[config.mk]
export PLATFORM = sky130hd
export DESIGN_NAME = fixed_point_sqrt_seq
export DESIGN_NICKNAME = d
export VERILOG_FILES = /design/src/rtl/fixed_point_sqrt_seq_pkg.sv /design/src/rtl/sqrt_restore_step.sv /design/src/rtl/fixed_point_sqrt_seq.sv
export SDC_FILE = /design/constraint.sdc
export NUM_CORES = 1
export LEC_CHECK = 0
export BUFFER_PORTS_ARGS = -buffer_cell sky130_fd_sc_hd__buf_2
export CELL_PAD_IN_SITES_DETAIL_PLACEMENT = 1
export CELL_PAD_IN_SITES_GLOBAL_PLACEMENT = 1
export CORE_UTILIZATION = 45
export DETAILED_ROUTE_END_ITERATION = 10
export PLACE_DENSITY = 0.78
export REMOVE_ABC_BUFFERS = 1
export SLEW_MARGIN = 10
export SYNTH_ARGS = -nofsm -noshare
export SYNTH_HDL_FRONTEND = slang
export SYNTH_SLANG_ARGS = --single-unit
[constraint.sdc]
create_clock -name Clock -period 6.1 [get_ports Clock]
set_input_delay 1.22 -clock Clock [delete_from_list [all_inputs] [get_ports Clock]]
set_output_delay 1.22 -clock Clock [all_outputs]
set_load 0.1 [all_outputs]
[src/rtl/fixed_point_sqrt_seq_pkg.sv]
`default_nettype none
// ============================================================================
//  Module      : fixed_point_sqrt_seq_pkg
//  Description : Shared definitions for the sequential fixed-point square-root
//                unit: FSM state encoding and round-mode constants.
//  Revision    : 1.0  initial release
// ============================================================================
package fixed_point_sqrt_seq_pkg;

    // Controller states of the square-root unit.
    typedef enum logic [1:0] {
        ST_IDLE  = 2'd0,
        ST_ITER  = 2'd1,
        ST_ROUND = 2'd2,
        ST_DONE  = 2'd3
    } state_t;

    // Per-operation rounding selection (iRoundMode encoding).
    localparam logic C_ROUND_TRUNC   = 1'b0;
    localparam logic C_ROUND_NEAREST = 1'b1;

endpackage
`default_nettype wire

[src/rtl/sqrt_restore_step.sv]
`default_nettype none
// ============================================================================
//  Module      : sqrt_restore_step
//  Description : One step of the restoring digit-by-digit square root.
//                Brings down the next radicand bit pair, compares the partial
//                remainder against the trial value (root<<2)|1 and produces
//                the next remainder and root (one new root bit).
//  Revision    : 1.0  initial release
//
//  Ports
//    iRemainder  in  OUT_WIDTH+2  partial remainder before this step
//    iRoot       in  OUT_WIDTH    partial root before this step
//    iPair       in  2            next two radicand bits (MSB pair first)
//    oRemainder  out OUT_WIDTH+2  partial remainder after this step
//    oRoot       out OUT_WIDTH    partial root after this step
// ============================================================================
module sqrt_restore_step #(
    parameter int OUT_WIDTH = 32
) (
    input  logic [OUT_WIDTH+1:0] iRemainder,
    input  logic [OUT_WIDTH-1:0] iRoot,
    input  logic [1:0]           iPair,
    output logic [OUT_WIDTH+1:0] oRemainder,
    output logic [OUT_WIDTH-1:0] oRoot
);

    logic [OUT_WIDTH+1:0] w_shifted;
    logic [OUT_WIDTH+1:0] w_trial;
    logic                 w_fits;
    logic                 w_unused_rem_msbs;

    // The incoming remainder never exceeds 2*root of a root that still has at
    // most OUT_WIDTH-1 significant bits, so its two MSBs are always zero and
    // can be shifted out without loss.
    assign w_shifted         = {iRemainder[OUT_WIDTH-1:0], iPair};
    assign w_unused_rem_msbs = |iRemainder[OUT_WIDTH+1:OUT_WIDTH];

    assign w_trial    = {iRoot, 2'b01};
    assign w_fits     = (w_shifted >= w_trial);

    assign oRemainder = w_fits ? (w_shifted - w_trial) : w_shifted;
    assign oRoot      = {iRoot[OUT_WIDTH-2:0], w_fits};

endmodule
`default_nettype wire

[src/rtl/fixed_point_sqrt_seq.sv]
`default_nettype none
// ============================================================================
//  Module      : fixed_point_sqrt_seq
//  Description : Sequential unsigned fixed-point square root. An IN_WIDTH-bit
//                radicand yields an IN_WIDTH/2-bit root, one root bit per
//                cycle, with optional round-to-nearest, an inexact flag and
//                valid/accept handshakes on both sides.
//  Revision    : 1.0  initial release
//
//  Ports
//    Clock          in   1            rising-edge clock
//    Reset          in   1            asynchronous, active-low reset
//    iOperand       in   IN_WIDTH     unsigned radicand (sampled on accept)
//    iRoundMode     in   1            0 truncate, 1 round-to-nearest
//    iInputValid    in   1            upstream offers an operand
//    oInputAccept   out  1            unit idle, takes an operand this cycle
//    oOutputValid   out  1            oResult / oInexact are valid
//    iOutputAccept  in   1            downstream consumes the result
//    oResult        out  IN_WIDTH/2   root
//    oInexact       out  1            final (unrounded) remainder is nonzero
//
//  IN_WIDTH must be even and at least 4.
// ============================================================================
module fixed_point_sqrt_seq
    import fixed_point_sqrt_seq_pkg::*;
#(
    parameter int IN_WIDTH = 64
) (
    input  logic                  Clock,
    input  logic                  Reset,
    input  logic [IN_WIDTH-1:0]   iOperand,
    input  logic                  iRoundMode,
    input  logic                  iInputValid,
    output logic                  oInputAccept,
    output logic                  oOutputValid,
    input  logic                  iOutputAccept,
    output logic [IN_WIDTH/2-1:0] oResult,
    output logic                  oInexact
);

    localparam int OUT_WIDTH = IN_WIDTH / 2;
    localparam int REM_WIDTH = OUT_WIDTH + 2;
    localparam int CNT_WIDTH = $clog2(OUT_WIDTH);

    state_t                 r_state;
    state_t                 w_state_next;

    logic [IN_WIDTH-1:0]    r_radicand;
    logic                   r_round_mode;
    logic [OUT_WIDTH-1:0]   r_root;
    logic [REM_WIDTH-1:0]   r_rem;
    logic [CNT_WIDTH-1:0]   r_count;

    logic [REM_WIDTH-1:0]   w_step_rem;
    logic [OUT_WIDTH-1:0]   w_step_root;
    logic                   w_round_up;

    // ------------------------------------------------------------------------
    // Recurrence step on the current MSB pair of the radicand shift register
    // ------------------------------------------------------------------------
    sqrt_restore_step #(
        .OUT_WIDTH (OUT_WIDTH)
    ) u_step (
        .iRemainder (r_rem),
        .iRoot      (r_root),
        .iPair      (r_radicand[IN_WIDTH-1 -: 2]),
        .oRemainder (w_step_rem),
        .oRoot      (w_step_root)
    );

    // Remainder = x - r^2; rounding up is right exactly when x > r^2 + r,
    // i.e. remainder > root, since (r+1/2)^2 = r^2 + r + 1/4. An all-ones
    // root saturates instead of wrapping.
    assign w_round_up = (r_rem > {2'b00, r_root}) && !(&r_root);

    // ------------------------------------------------------------------------
    // FSM: state register
    // ------------------------------------------------------------------------
    always_ff @(posedge Clock or negedge Reset) begin
        if (!Reset) begin
            r_state <= ST_IDLE;
        end else begin
            r_state <= w_state_next;
        end
    end

    // ------------------------------------------------------------------------
    // FSM: next-state logic
    // ------------------------------------------------------------------------
    always_comb begin
        w_state_next = r_state;
        case (r_state)
            ST_IDLE: begin
                if (iInputValid) begin
                    w_state_next = ST_ITER;
                end
            end
            ST_ITER: begin
                if (r_count == '0) begin
                    w_state_next = (r_round_mode == C_ROUND_NEAREST) ? ST_ROUND : ST_DONE;
                end
            end
            ST_ROUND: begin
                w_state_next = ST_DONE;
            end
            ST_DONE: begin
                if (iOutputAccept) begin
                    w_state_next = ST_IDLE;
                end
            end
            default: begin
                w_state_next = ST_IDLE;
            end
        endcase
    end

    // ------------------------------------------------------------------------
    // Datapath: radicand shift register, root, remainder, step counter
    // ------------------------------------------------------------------------
    always_ff @(posedge Clock or negedge Reset) begin
        if (!Reset) begin
            r_radicand   <= '0;
            r_round_mode <= C_ROUND_TRUNC;
            r_root       <= '0;
            r_rem        <= '0;
            r_count      <= '0;
        end else begin
            case (r_state)
                ST_IDLE: begin
                    if (iInputValid) begin
                        r_radicand   <= iOperand;
                        r_round_mode <= iRoundMode;
                        r_root       <= '0;
                        r_rem        <= '0;
                        r_count      <= CNT_WIDTH'(OUT_WIDTH - 1);
                    end
                end
                ST_ITER: begin
                    r_radicand <= r_radicand << 2;
                    r_root     <= w_step_root;
                    r_rem      <= w_step_rem;
                    r_count    <= r_count - 1'b1;
                end
                ST_ROUND: begin
                    // Remainder is left untouched so the inexact flag still
                    // reflects the unrounded result.
                    if (w_round_up) begin
                        r_root <= r_root + 1'b1;
                    end
                end
                default: begin
                end
            endcase
        end
    end

    // ------------------------------------------------------------------------
    // Outputs: pure decodes of registered state
    // ------------------------------------------------------------------------
    assign oInputAccept = (r_state == ST_IDLE);
    assign oOutputValid = (r_state == ST_DONE);
    assign oResult      = r_root;
    assign oInexact     = |r_rem;

endmodule
`default_nettype wire

==> run summary, run 1 <==
Initial core utilization - 0.4662
TritonRoute pass-1 iters - 5
HPWL after detailed placement - 20170 µm
Slowest-stage cell, CP - a2bb2oi_4
Final Power - 6278 µW
Largest net degree at the start of global routing - 120
Placed Cells incl. Taps - 1372
Instance count on the critical path - 11
Gpl congestion - 0.9276
Die width - 145.2 µm
Top cell type by total area after synthesis - dfrtp_1
Fin util - 0.5299
WP data required - 6410 ps
Pint - 3175 µW
Avg Inst Size Synth - 8.732 µm²
Post-synth EDFFs - 0
Clock buffer depth - 2
Via count - 8537
Status - completed
Switching portion of total power - 0.4942
Sink Count - 138
Origin of the critical flop-to-flop path - oResult[22]
Port Buffers - 103
Post-layout minimum cycle time - 4117 ps
Worst setup SP type - flip-flop
Warnings, synthesis - 0
Skew-Pair Late Insertion Delay - 440 ps
Power Density - 598.9 nW/µm²
Min-delay src - r_radicand[21]
Crit path max fanout - 38
Antenna diode count - 0
Initial antenna violation count - 0
DR iter-0 viols - 580
Period utilization - 0.6749
Post-CTS Resized - 0
# Post-CTS Setup Buffers - 0
Gate power share - 0.591
IO Pins - 104
Final net count - 1237
Tightest Hold Check Type - flip-flop to flip-flop
CTS tree - done
Commonest non-fill, non-tap cell in the layout - nand2_1
Crit path kind - flip-flop to flip-flop
Core Area - 19780 µm²
Worst r2r path cells - 11
Crit path buf inv count - 2
CP max stage delay - 790 ps
Vias in the first global route - 8783
Clock power share - 0.168
Final Hold Vio Count - 0
Wire per inst - 20.61 µm
Post-route DRC violation count - 0
Actual slew at the worst max-slew pin - 1253 ps
Post-route ant nets - 0
Finished Layout Cells - 1404
DR vias/cell - 6.080
Number of max-cap violations - 0
Hold path depth - 2
Rows - 51
Synth area leaders - dfrtp_1 (37%), mux2i_1 (8.5%), o21ai_0 (8.2%)
Most frequent cells in the layout - nand2_1 (161), o21ai_0 (152), dfrtp_1 (138), buf_2 (102), mux2i_1 (78)
Synth Register Bits - 138
First-pass GRT wire length - 47250 µm
Share of the synthesized area in the top cell type - 0.3745
Critical Path End Type - flip-flop
Worst clock skew - 13.37 ps
Flop pwr share - 0.241
Routed WL - 28930 µm
Worst vdd ir - 333.6 µV
GRT overflow - 0
Gate Count Post-Synth - 1056
Area Growth Syn to Fin - 13.68%
Hold_buf cts - 0
Die Y - 145.2 µm
Final setup fails - 0
Overall Global Routing Usage - 0.2799
Top FF cell, synth - dfrtp_1
Distinct cell type count after synthesis - 76
Cells along the critical path - inv_1 -> ha_1 -> nand4_1 -> or3_1 -> nor4_1 -> nand2_1 -> o211ai_2 -> a2bb2oi_4 -> buf_4 -> or2b_2 -> o21ai_0
CTS clock-pin slew for the worst setup and hold paths - 70 ps
Crit path DAT - 4420 ps
Crit path launch - oResult[22]
Fin. max-slew vios - 0
Total CTS buffers - 17
Die area - 21070 µm²
Max Freq - 0.2429 GHz
Rel. slew slack - 0.1581
CP top delay family - simple AND/OR/NAND/NOR gates
Async set-reset flop share out of synthesis - 1.000
Register area share after synthesis - 0.3745
Psw - 3103 µW
P_leak - 0.004683 µW
RSZ-0062 raised after global routing - no
CTS root buffer - clkbuf_16
Share of cells above drive strength 1 - 0.1466
H-tree Lvls - 4
Post-Syn Area - 9221 µm²
==> worst min-delay path, stage by stage (launching register included) <==
cell	delay, ps
dfrtp_1	340
nand2_1	40
o21ai_0	60
==> cell type report <==
cell class | instances | area [µm²]
well taps | 265 | 331.6
fillers | 2385 | 9299
clock buffers | 17 | 425.4
flip-flops and latches | 138 | 3453
clock inverters | 15 | 153.9
multi-input cells | 805 | 5318
inverters | 51 | 191.4
repair buffers | 113 | 609.3
==> kinds of logic (layout without fill, tap and decap cells) <==
logic type               count (synthesis)  in the layout  synth area share
AO/OA/AOI/OAI                          343            343            0.2380
AND/OR/NAND/NOR                        308            308            0.1616
flip-flops                             138            138            0.3745
buffers and inverters                  113            196           0.05142
multiplexers                            80             80           0.08711
adder cells (fa/ha/maj)                 42             42           0.05699
XOR/XNOR                                32             32           0.03039
==> flip-flops by register name, summed over array words and instances, names as in the netlist <==
signal        flops
r_radicand       64
oResult          32
r_count           5
r_round_mode      1
r_state           2
r_rem            34
==> per-stage QoR <==
stage / hold slack [ps] / setup TNS, ps / worst slack [ps] / cell area (µm²)
finish: 479.8 / 0 / 1983 / 10480
global route: 512.4 / 0 / 1618 / 10480
CTS: 486.0 / 0 / 2018 / 10480
detailed placement: 469.7 / 0 / 2041 / 9903
global placement: 459.9 / 0 / 2125 / 9903
floorplan: 449.6 / -250540 / -3062 / 8939
==> worst paths after layout <==
kind                            slack (ps)             end
worst max-delay path                  1980     oResult[31]
worst min-delay path                   480  r_radicand[21]
worst max register to register        1980     oResult[31]
worst min register to register         480  r_radicand[21]
max in group asynchronous             4080  r_radicand[30]
min in group asynchronous              830     oResult[31]
==> cells in the mapped netlist, drive strengths merged (14+ instances only) <==
cell	n
o21ai	153
nand3	21
a21oi	41
nand4	14
xnor2	19
inv	50
ha	42
buf	17
clkbuf	45
a32oi	18
nor2	24
dfrtp	138
nand2	161
mux2i	78
a21o	30
==> routing by layer <==
metal | vias to the layer above | part of all wire | track usage
met3 | 46 | 0.052 | 0.05189
met4 | 0 | 0.021 | 0.09632
met5 | - | 0 | 0
met1 | 4231 | 0.47 | 0.3812
li1 | 4015 | - | -
met2 | 245 | 0.46 | 0.4452
==> power by group through the flow <==
| stage | sequential, µW | clock (µW) | combinational (µW) |
|---|---|---|---|
| floorplan | 1460 | 0 | 2710 |
| global placement | 1500 | 0 | 3560 |
| detailed placement | 1520 | 0 | 3640 |
| CTS | 1510 | 1070 | 3690 |
| global route | 1550 | 1100 | 4060 |
| finish | 1510 | 1050 | 3710 |
No activity file was read; power rests on OpenSTA's default activity.
==> run 2, diff against run 1 <==
--- a/config.mk
+++ b/config.mk
@@ -8,9 +8,9 @@
 export BUFFER_PORTS_ARGS = -buffer_cell sky130_fd_sc_hd__buf_2
 export CELL_PAD_IN_SITES_DETAIL_PLACEMENT = 1
 export CELL_PAD_IN_SITES_GLOBAL_PLACEMENT = 1
-export CORE_UTILIZATION = 45
+export CORE_UTILIZATION = 41
 export DETAILED_ROUTE_END_ITERATION = 10
-export PLACE_DENSITY = 0.78
+export PLACE_DENSITY = 0.74
 export REMOVE_ABC_BUFFERS = 1
 export SLEW_MARGIN = 10
 export SYNTH_ARGS = -nofsm -noshare
==> constraint.sdc (replaced) <==
create_clock -name Clock -period 3.49 [get_ports Clock]
set_input_delay 0.698 -clock Clock [delete_from_list [all_inputs] [get_ports Clock]]
set_output_delay 0.698 -clock Clock [all_outputs]
set_load 0.1 [all_outputs]
==> run 2 against run 1 <==
  * The run now ends with DRC left
  * Sequential share of layout area shrank 0.83 points
  * First-iteration DRC count grew 2.8%
  * Worst setup slack lost 1900 ps
  * Largest power group unchanged
  * Combinational power grew 81%
==> run summary, run 2 (synthesis results as in run 1) <==
Max reg flops - 64
Post-layout minimum cycle time - 3385 ps
Commonest non-fill, non-tap cell in the layout - nand2_1
P_leak - 0.004833 µW
Worst clock skew - 11.49 ps
Share of cells above drive strength 1 - 0.1681
Clock power share - 0.166
Via count - 8499
Final Hold Vio Count - 0
DR vias/cell - 5.878
Core Area - 21960 µm²
Die width - 152.0 µm
Fin. max-slew vios - 0
Initial antenna violation count - 0
Psw - 5484 µW
Wire per inst - 20.24 µm
Actual slew at the worst max-slew pin - 811.0 ps
Port Buffers - 103
Biggest register - r_radicand
Final Power - 11210 µW
Worst vdd ir - 504.3 µV
Final net count - 1264
IO Pins - 104
Crit path buf inv count - 1
First-pass GRT wire length - 47980 µm
Period utilization - 0.9699
Worst setup SP type - flip-flop
Area Growth Syn to Fin - 16.61%
Final hold slack - 291.7 ps
CP max stage delay - 550 ps
Crit path DAT - 2690 ps
TritonRoute pass-1 iters - 7
Final setup fails - 0
Critical Path End Type - output pin
Clock buffer depth - 2
Crit path max fanout - 4
CTS tree - done
Routed WL - 29260 µm
Status - finished with violations
Switching portion of total power - 0.4892
GRT overflow - 0
Placed cell area - 10150 µm²
Power Density - 1043 nW/µm²
Vias in the first global route - 8731
RSZ-0062 raised after global routing - no
CTS clock-pin slew for the worst setup and hold paths - 70 ps
Rows - 54
Gpl congestion - 0.9267
Max Freq - 0.2954 GHz
Largest net degree at the start of global routing - 113
Gate power share - 0.600
Post-route DRC violation count - 14
Most frequent cells in the layout - nand2_1 (161), o21ai_0 (151), dfrtp_1 (138), buf_2 (102), mux2i_1 (78)
Overall Global Routing Usage - 0.2627
Initial core utilization - 0.4199
Tightest Hold Check Type - input pin to async pin
WP data required - 2790 ps
R2R Setup Slk - 200 ps
Die area - 23090 µm²
Antenna diode count - 0
Total CTS buffers - 17
CP top delay family - simple AND/OR/NAND/NOR gates
Number of max-cap violations - 0
Violated checks - DRC
Die Y - 152.0 µm
HPWL after detailed placement - 21270 µm
Setup slack at placement - 239.4 ps
CTS root buffer - clkbuf_16
Slowest-stage cell, CP - nor4_1
Pint - 5727 µW
DR iter-0 viols - 596
Setup TNS - 0 ps
Cells along the critical path - nor4_2 -> nand4_1 -> nor4_1 -> nand4_1 -> buf_2
Rel. slew slack - 0.4593
CP most frequent cell - nand4_1
Skew-Pair Late Insertion Delay - 430 ps
Crit path kind - flip-flop to output pin
Post-route ant nets - 0
Sink Count - 138
Post-layout instance area - 10750 µm²
Flop pwr share - 0.234
H-tree Lvls - 4
Hold_buf cts - 0
Final worst slack - 105.1 ps
==> run 2: changes by cell type in the layout (fill, tap and decap cells not counted), sizes merged <==
cell	previous run	this run
buf	113	140
inv	60	58
clkinv	3	4
clkbuf	17	18
==> run 2: final cells by class <==
| class | count | area (µm²) |
|---|---|---|
| Clock buffer | 18 | 439.2 |
| Timing Repair Buffer | 140 | 837.1 |
| Multi-Input combinational cell | 805 | 5330 |
| Inverter | 51 | 191.4 |
| Clock inverter | 14 | 151.4 |
| Fill cell | 2635 | 11210 |
| Tap cell | 280 | 350.3 |
| Sequential cell | 138 | 3453 |
==> run 2: worst reg2reg max path, cell delays in order, from the launching register on <==
cell and delay (ps):
dfrtp_1 460, inv_1 100, ha_1 400, nand4_1 250, or3_1 450, nor4_2 380, a211oi_1 130, a21o_1 220
buf_4 200, or4b_1 530, nand3_1 110
==> run 2: per-layer routing <==
metal	global-route usage	vias up	routed length, µm
met3	0.04934	38	1715
met4	0.09475	0	618
met2	0.4191	231	13420
met5	0	-	0
met1	0.3557	4164	13510
li1	-	4066	-
==> run 2: through the flow <==
stage | std cells | utilization
floorplan | 994 | -
global placement | 1414 | 0.4622
detailed placement | 1414 | 0.4622
CTS | 1446 | 0.4894
global route | 1446 | 0.4897
finish | 1446 | 0.4897
==> run 2: what timing repair did <==
item | in CTS | in global routing
gates resized for setup | 1 | 2
setup endpoints to repair | 1 | 2
buffers inserted | 0 | 0
==> run 2: power by group through the flow <==
stage	Clock (µW)	Sequential, µW	Combinational (µW)
2_1_floorplan	0	2540	4590
3_3_place_gp	0	2610	6510
3_5_place_dp	0	2630	6650
5_1_grt	1960	2680	7420
6_report	1860	2620	6730
4_1_cts	1900	2610	6720
==> run 2: path summary, 6_finish.rpt <==
kind / from / to / cells past startpoint
worst min-delay path: Reset / oResult[12] / 1
worst min register to register: r_radicand[48] / r_radicand[48] / 2
worst max-delay path: r_rem[6] / oInexact / 5
min in group Clock: r_radicand[48] / r_radicand[48] / 2
worst max register to register: oResult[20] / r_rem[28] / 10
max in group asynchronous: Reset / r_rem[33] / 2
